### config.mk
export PLATFORM = sky130hd
export DESIGN_NAME = adc_capture
export DESIGN_NICKNAME = d
export VERILOG_FILES = /design/src/rtl/adc_capture.sv
export SDC_FILE = /design/constraint.sdc
export NUM_CORES = 1
export LEC_CHECK = 0
export ABC_AREA = 1
export BUFFER_PORTS_ARGS = -buffer_cell sky130_fd_sc_hd__buf_4
export CAP_MARGIN = 30
export CORE_MARGIN = 2
export CORE_UTILIZATION = 63
export CTS_CLUSTER_SIZE = 30
export DETAILED_ROUTE_END_ITERATION = 6
export MAX_ROUTING_LAYER = met4
export PLACE_DENSITY = 0.8
export REMOVE_ABC_BUFFERS = 1
export SLEW_MARGIN = 15
export SYNTH_ARGS = -nofsm -noshare
export SYNTH_HDL_FRONTEND = slang
export SYNTH_SLANG_ARGS = --single-unit
### constraint.sdc
create_clock -name clk -period 3.8 [get_ports clk]
set_input_delay 0 -clock clk [delete_from_list [all_inputs] [get_ports clk]]
set_output_delay 0 -clock clk [all_outputs]
set_load 0.01 [all_outputs]
### src/rtl/adc_capture.sv
// adc_capture: triggered serial-ADC conversion, tagged 24-bit FIFO storage,
// and show-ahead byte-stream readout (tag, sample MSB, sample LSB).
module adc_capture #(
    parameter int CONV_CYCLES = 40,
    parameter int SCLK_DIV    = 2,
    parameter int DEPTH_LOG2  = 4
) (
    input  logic                  clk,
    input  logic                  rst,
    input  logic                  flag_adc,
    input  logic [15:0]           theBeanConfig,
    input  logic                  adc_sdo,
    output logic                  adc_cnv,
    output logic                  adc_sclk,
    output logic [7:0]            dout,
    output logic                  dout_valid,
    input  logic                  dout_rd,
    output logic                  busy,
    output logic [DEPTH_LOG2:0]   fifo_count,
    output logic                  overrun,
    output logic                  trig_missed
);
    typedef enum logic [1:0] {IDLE, CONV, SHIFT, STORE} state_t;
    localparam logic [DEPTH_LOG2:0] FULL = {1'b1, {DEPTH_LOG2{1'b0}}};

    state_t                r_state, w_next;
    logic [15:0]           r_cnt, r_div, r_sample;
    logic [3:0]            r_bit;
    logic                  r_sclk, r_overrun, r_missed;
    logic [7:0]            r_tag;
    logic [23:0]           r_mem [2**DEPTH_LOG2];
    logic [DEPTH_LOG2-1:0] r_wp, r_rp;
    logic [DEPTH_LOG2:0]   r_count;
    logic [1:0]            r_phase;
    logic                  w_conv_done, w_div_end, w_last, w_rd, w_pop, w_store, w_wr;
    logic [23:0]           w_head;
    logic                  w_unused;

    assign w_unused    = ^theBeanConfig[15:8];
    assign w_conv_done = r_cnt == 16'(CONV_CYCLES - 1);
    assign w_div_end   = r_div == 16'(SCLK_DIV - 1);
    assign w_last      = w_div_end && r_sclk && r_bit == 4'd15;
    assign w_store     = r_state == STORE;
    assign w_rd        = dout_rd && dout_valid;
    assign w_pop       = w_rd && r_phase == 2'd2;
    // A final-byte pop in the STORE cycle frees the slot the write needs.
    assign w_wr        = w_store && (r_count != FULL || w_pop);
    assign w_head      = r_mem[r_rp];

    assign busy        = r_state != IDLE;
    assign adc_cnv     = r_state == CONV;
    assign adc_sclk    = r_sclk;
    assign fifo_count  = r_count;
    assign dout_valid  = r_count != '0;
    assign overrun     = r_overrun;
    assign trig_missed = r_missed;
    assign dout        = !dout_valid ? 8'h00 :
                         r_phase == 2'd0 ? w_head[23:16] :
                         r_phase == 2'd1 ? w_head[15:8] : w_head[7:0];

    always_ff @(posedge clk) begin
        if (rst) r_state <= IDLE;
        else     r_state <= w_next;
    end

    always_comb begin
        w_next = r_state;
        case (r_state)
            IDLE:    w_next = flag_adc ? CONV : IDLE;
            CONV:    w_next = w_conv_done ? SHIFT : CONV;
            SHIFT:   w_next = w_last ? STORE : SHIFT;
            default: w_next = IDLE;
        endcase
    end

    always_ff @(posedge clk) begin
        if (rst) begin
            r_cnt     <= '0;
            r_div     <= '0;
            r_bit     <= '0;
            r_sclk    <= 1'b0;
            r_sample  <= '0;
            r_tag     <= '0;
            r_missed  <= 1'b0;
        end else begin
            if (r_state == IDLE && flag_adc) r_tag <= theBeanConfig[7:0];
            if (busy && flag_adc) r_missed <= 1'b1;
            r_cnt <= (r_state == CONV && !w_conv_done) ? r_cnt + 16'd1 : '0;
            if (r_state == SHIFT) begin
                r_div <= w_div_end ? '0 : r_div + 16'd1;
                // Data is captured on the edge that raises sclk.
                if (w_div_end) begin
                    r_sclk <= !r_sclk;
                    if (!r_sclk) r_sample <= {r_sample[14:0], adc_sdo};
                    else         r_bit    <= r_bit + 4'd1;
                end
            end else begin
                r_div  <= '0;
                r_sclk <= 1'b0;
                r_bit  <= '0;
            end
        end
    end

    always_ff @(posedge clk) begin
        if (w_wr) r_mem[r_wp] <= {r_tag, r_sample};
    end

    always_ff @(posedge clk) begin
        if (rst) begin
            r_wp      <= '0;
            r_rp      <= '0;
            r_count   <= '0;
            r_phase   <= '0;
            r_overrun <= 1'b0;
        end else begin
            r_wp    <= r_wp + DEPTH_LOG2'(w_wr);
            r_rp    <= r_rp + DEPTH_LOG2'(w_pop);
            r_count <= r_count + {{DEPTH_LOG2{1'b0}}, w_wr} - {{DEPTH_LOG2{1'b0}}, w_pop};
            r_phase <= w_rd ? (r_phase == 2'd2 ? 2'd0 : r_phase + 2'd1) : r_phase;
            if (w_store && !w_wr) r_overrun <= 1'b1;
        end
    end
endmodule

==> Implementation_results.wiki <==
{| class="wikitable"
! Metric !! Value
|-
| Result of the run || completed
|-
| Power per standard cell area || 454 nW/um^2
|-
| FFs w/ async S/R, synth || 0
|-
| Crit-path max FO || 67
|-
| Initial detailed-routing violation count || 1,603
|-
| Type of the most critical hold path || primary input to flip-flop
|-
| Post-synthesis area per instance || 9.75 um^2
|-
| Number of max-slew violations in the final report || 0
|-
| Antenna violations before repair || 1
|-
| Worst slew margin relative to its limit || 0.322
|-
| Depth of the worst register-to-register path || 19
|-
| Critical R2R Launch || fifo_count[2]
|-
| Growth of design area from synthesis to finish || 12.3%
|-
| Die H || 183 um
|-
| Maximum resistive drop on vdd || 0.358 mV
|-
| Number of endpoints with negative hold slack in the final report || 0
|-
| Per-cell routed wire length || 18.6 um
|-
| Reg2Reg Setup Slack || 0.78 ns
|-
| Iteration count of the initial detailed-routing pass || 5
|-
| GRT Overall Usage || 0.294
|-
| Number of cells on the worst hold path || 4
|-
| Share of post-route cells with drive strength above 1 || 0.0854
|-
| Routability congestion estimate from global placement || 0.862
|-
| Residual DRC || 0
|-
| Least-Margin Pin Slew || 1.02 ns
|-
| Reg-to-reg critical path endpoint || fifo_count[4]
|-
| Total via count after detailed routing || 14,400
|-
| Kind of launch point of the worst setup path || flip-flop
|-
| Clock slew at the register clock pins of the worst setup and hold paths || 0.06 ns
|-
| Row count || 65
|-
| Area of the placeable core || 31,500 um^2
|-
| Part of the power in registers || 0.538
|-
| Die outline area || 33,300 um^2
|-
| Largest net degree at the start of global routing || 202
|-
| Warning count from the yosys run || 0
|-
| Total wire length || 47,100 um
|-
| I/O pin count || 40
|-
| Cell at the root of the clock tree || sky130_fd_sc_hd__clkbuf_16
|-
| # setup viols final || 0
|-
| Unrepaired setup endpoints after global routing || no
|-
| Final worst hold slack || 0.239 ns
|-
| Portion of the clock cycle consumed by the worst path in the final layout || 0.824
|-
| TritonCTS clock tree || built
|-
| Overall power consumption || 0.0102 W
|-
| Highest clock frequency the design can meet || 0.320 GHz
|-
| EDFF count, synth || 384
|-
| Placed cell area || 20,800 um^2
|-
| Count of port buffers added during placement || 31
|-
| Internal Power || 0.00831 W
|-
| Net switching power figure || 0.00193 W
|-
| Number of max-cap violations || 0
|-
| Global-route wire length before repair || 72,700 um
|-
| TritonCTS buffer count || 46
|-
| Count of H-tree levels built during CTS || 2
|-
| Hold Crit Start || adc_sdo
|-
| Fraction of power spent switching nets || 0.188
|-
| Sequential-to-total area share from yosys stat || 0.654
|-
| Netlist area before placement || 20,100 um^2
|-
| Endpoint type of the worst setup path || primary output
|-
| Post-DRT Antenna Nets || 0
|-
| Worst EP required || 3.80 ns
|-
| Post-Route Skew || 0.0203 ns
|-
| Initial core utilization || 0.638
|-
| Share of power burned in the clock network || 0.456
|-
| Count of inserted antenna diode cells || 0
|-
| Count of cells resized by post-cts repair || 0
|-
| Number of global-route vias before repair || 13,900
|-
| CP Data Arrival Time || 3.13 ns
|-
| Overall overflow remaining after global route || 0
|-
| Latest clock arrival within the worst-skew pair || 0.55 ns
|-
| Top FF cell, synth || sky130_fd_sc_hd__edfxtp_1
|-
| Post-CTS setup buffer count || 0
|-
| Post-layout util || 0.716
|-
| Terminating pin of the worst hold path || r_sample[0]
|-
| Yosys cell types || 40
|-
| Half-perimeter wire length of the detailed placement result || 25,700 um
|-
| Total clock sinks || 464
|-
| Number of nets in the finished design || 2,131
|-
| Worst Setup Slack post-DPL || 0.905 ns
|-
| Proportion of power drawn by combinational gates || 0.007
|-
| Fin crit period || 3.13 ns
|-
| Number of vias per cell after detailed routing || 5.67
|-
| Synthesized netlist cell count || 2,059
|-
| Final critical-path setup slack || 0.670 ns
|-
| Leakage power figure || 9.65 nW
|-
| Flip-flop and latch count after synthesis || 464
|-
| Post-cts hold buffer count || 13
|-
| Worst setup path category || flip-flop to primary output
|-
| Die Wd || 183 um
|-
| Max Buffers Root-to-Sink || 3
|-
| Layout Cell Area excl Fill || 22,500 um^2
|}
## cell usage in the layout (no fill, tap or decap), types with 14 or more instances in the layout
master,netlist,routed
sky130_fd_sc_hd__nand2_1,605,605
sky130_fd_sc_hd__edfxtp_1,384,384
sky130_fd_sc_hd__inv_1,306,305
sky130_fd_sc_hd__nand3_1,286,286
sky130_fd_sc_hd__nor2_1,137,122
sky130_fd_sc_hd__dfxtp_1,80,77
sky130_fd_sc_hd__buf_4,7,58
sky130_fd_sc_hd__clkbuf_16,0,47
sky130_fd_sc_hd__o21ai_0,40,40
sky130_fd_sc_hd__a21oi_1,34,34
sky130_fd_sc_hd__nor2_4,1,16
sky130_fd_sc_hd__ha_1,14,14
## power by group through the flow
stage               logic (W)  clock network (W)  registers [W]
floorplan           0.0000255                  0        0.00560
global placement    0.0000568                  0        0.00561
detailed placement  0.0000591                  0        0.00561
CTS                 0.0000699            0.00470        0.00550
global route        0.0000775            0.00490        0.00550
finish              0.0000698            0.00467        0.00550
## state kept, by name, summed over array words and instances (netlist names)
name	flops
r_phase	2
r_tag	8
fifo_count	5
r_state	2
r_cnt	16
overrun	1
r_rp	4
adc_sclk	1
r_bit	4
r_sample	16
r_wp	4
r_div	16
r_mem	384
trig_missed	1
## cells by family after synthesis
family	count (synthesis)	share of synthesized area
xor+xnor	7	0.00305
compound gates	97	0.0258
flops	464	0.654
buf+inv	405	0.0810
fa+ha+maj	15	0.00972
simple gates	1071	0.226
## cell type report
cell class | instances | area, um^2
multi-input cells | 1190 | 5430
well taps | 402 | 503
repair buffers | 77 | 693
clock buffers | 60 | 1290
fillers | 2065 | 8930
flip-flops and latches | 464 | 13100
inverters | 316 | 1190
clock inverters | 25 | 284
## how the worst max path moves through the flow
stage | depth (start not counted) | startpoint | endpoint | slack [ns]
3_5_place_dp | 19 | fifo_count[2] | fifo_count[4] | 0.91
5_1_grt | 19 | fifo_count[3] | fifo_count[4] | 0.53
3_3_place_gp | 19 | fifo_count[2] | fifo_count[4] | 0.98
4_1_cts | 11 | r_rp[1] | dout[4] | 0.70
6_report | 11 | r_rp[1] | dout[4] | 0.67
2_1_floorplan | 9 | r_rp[0] | dout[6] | -3.24
## synth_stat cells (3+ instances only)
cell / instances / area share
sky130_fd_sc_hd__dfxtp_1: 80 / 0.080
sky130_fd_sc_hd__buf_2: 56 / 0.014
sky130_fd_sc_hd__o21ai_1: 10 / 0.0025
sky130_fd_sc_hd__nand2_1: 605 / 0.11
sky130_fd_sc_hd__inv_2: 7 / 0.0013
sky130_fd_sc_hd__xnor2_1: 3 / 0.0013
sky130_fd_sc_hd__o211ai_1: 8 / 0.0030
sky130_fd_sc_hd__clkbuf_1: 23 / 0.0043
sky130_fd_sc_hd__nand4_1: 13 / 0.0041
sky130_fd_sc_hd__nor2_1: 137 / 0.026
sky130_fd_sc_hd__nand3_1: 286 / 0.071
sky130_fd_sc_hd__ha_1: 14 / 0.0087
sky130_fd_sc_hd__o21ai_0: 40 / 0.010
sky130_fd_sc_hd__nor3_2: 3 / 0.0015
sky130_fd_sc_hd__nor3_1: 11 / 0.0027
sky130_fd_sc_hd__xor2_1: 4 / 0.0017
sky130_fd_sc_hd__edfxtp_1: 384 / 0.57
sky130_fd_sc_hd__a21oi_1: 34 / 0.0085
sky130_fd_sc_hd__inv_1: 306 / 0.057
sky130_fd_sc_hd__buf_4: 7 / 0.0026
## worst max-delay path, cell delays in order (launching register included)
cell and delay (ns):
sky130_fd_sc_hd__dfxtp_4 0.35, sky130_fd_sc_hd__clkinv_2 0.30, sky130_fd_sc_hd__buf_4 0.78, sky130_fd_sc_hd__nand3_1 0.16
sky130_fd_sc_hd__nand3_1 0.14, sky130_fd_sc_hd__nand3_1 0.11, sky130_fd_sc_hd__nand2_1 0.15, sky130_fd_sc_hd__nand2_1 0.08
sky130_fd_sc_hd__nand3_1 0.12, sky130_fd_sc_hd__nand2_1 0.12, sky130_fd_sc_hd__inv_1 0.08, sky130_fd_sc_hd__buf_4 0.11
## per-layer routing
metal / routed length (um) / vias up / track usage
met4: 1620 / 0 / 0.113
li1: - / 6762 / -
met3: 4230 / 142 / 0.0503
met5: 0 / - / -
met1: 18100 / 6745 / 0.370
met2: 23200 / 714 / 0.482
## metrics by stage
step           setup TNS [ns]  instances
6_report                    0       2534
5_1_grt                     0       2534
4_1_cts                     0       2532
3_5_place_dp                0       2434
3_3_place_gp                0       2433
2_1_floorplan          -28.13       1970
Note: power is estimated with default switching activity, not from simulation.
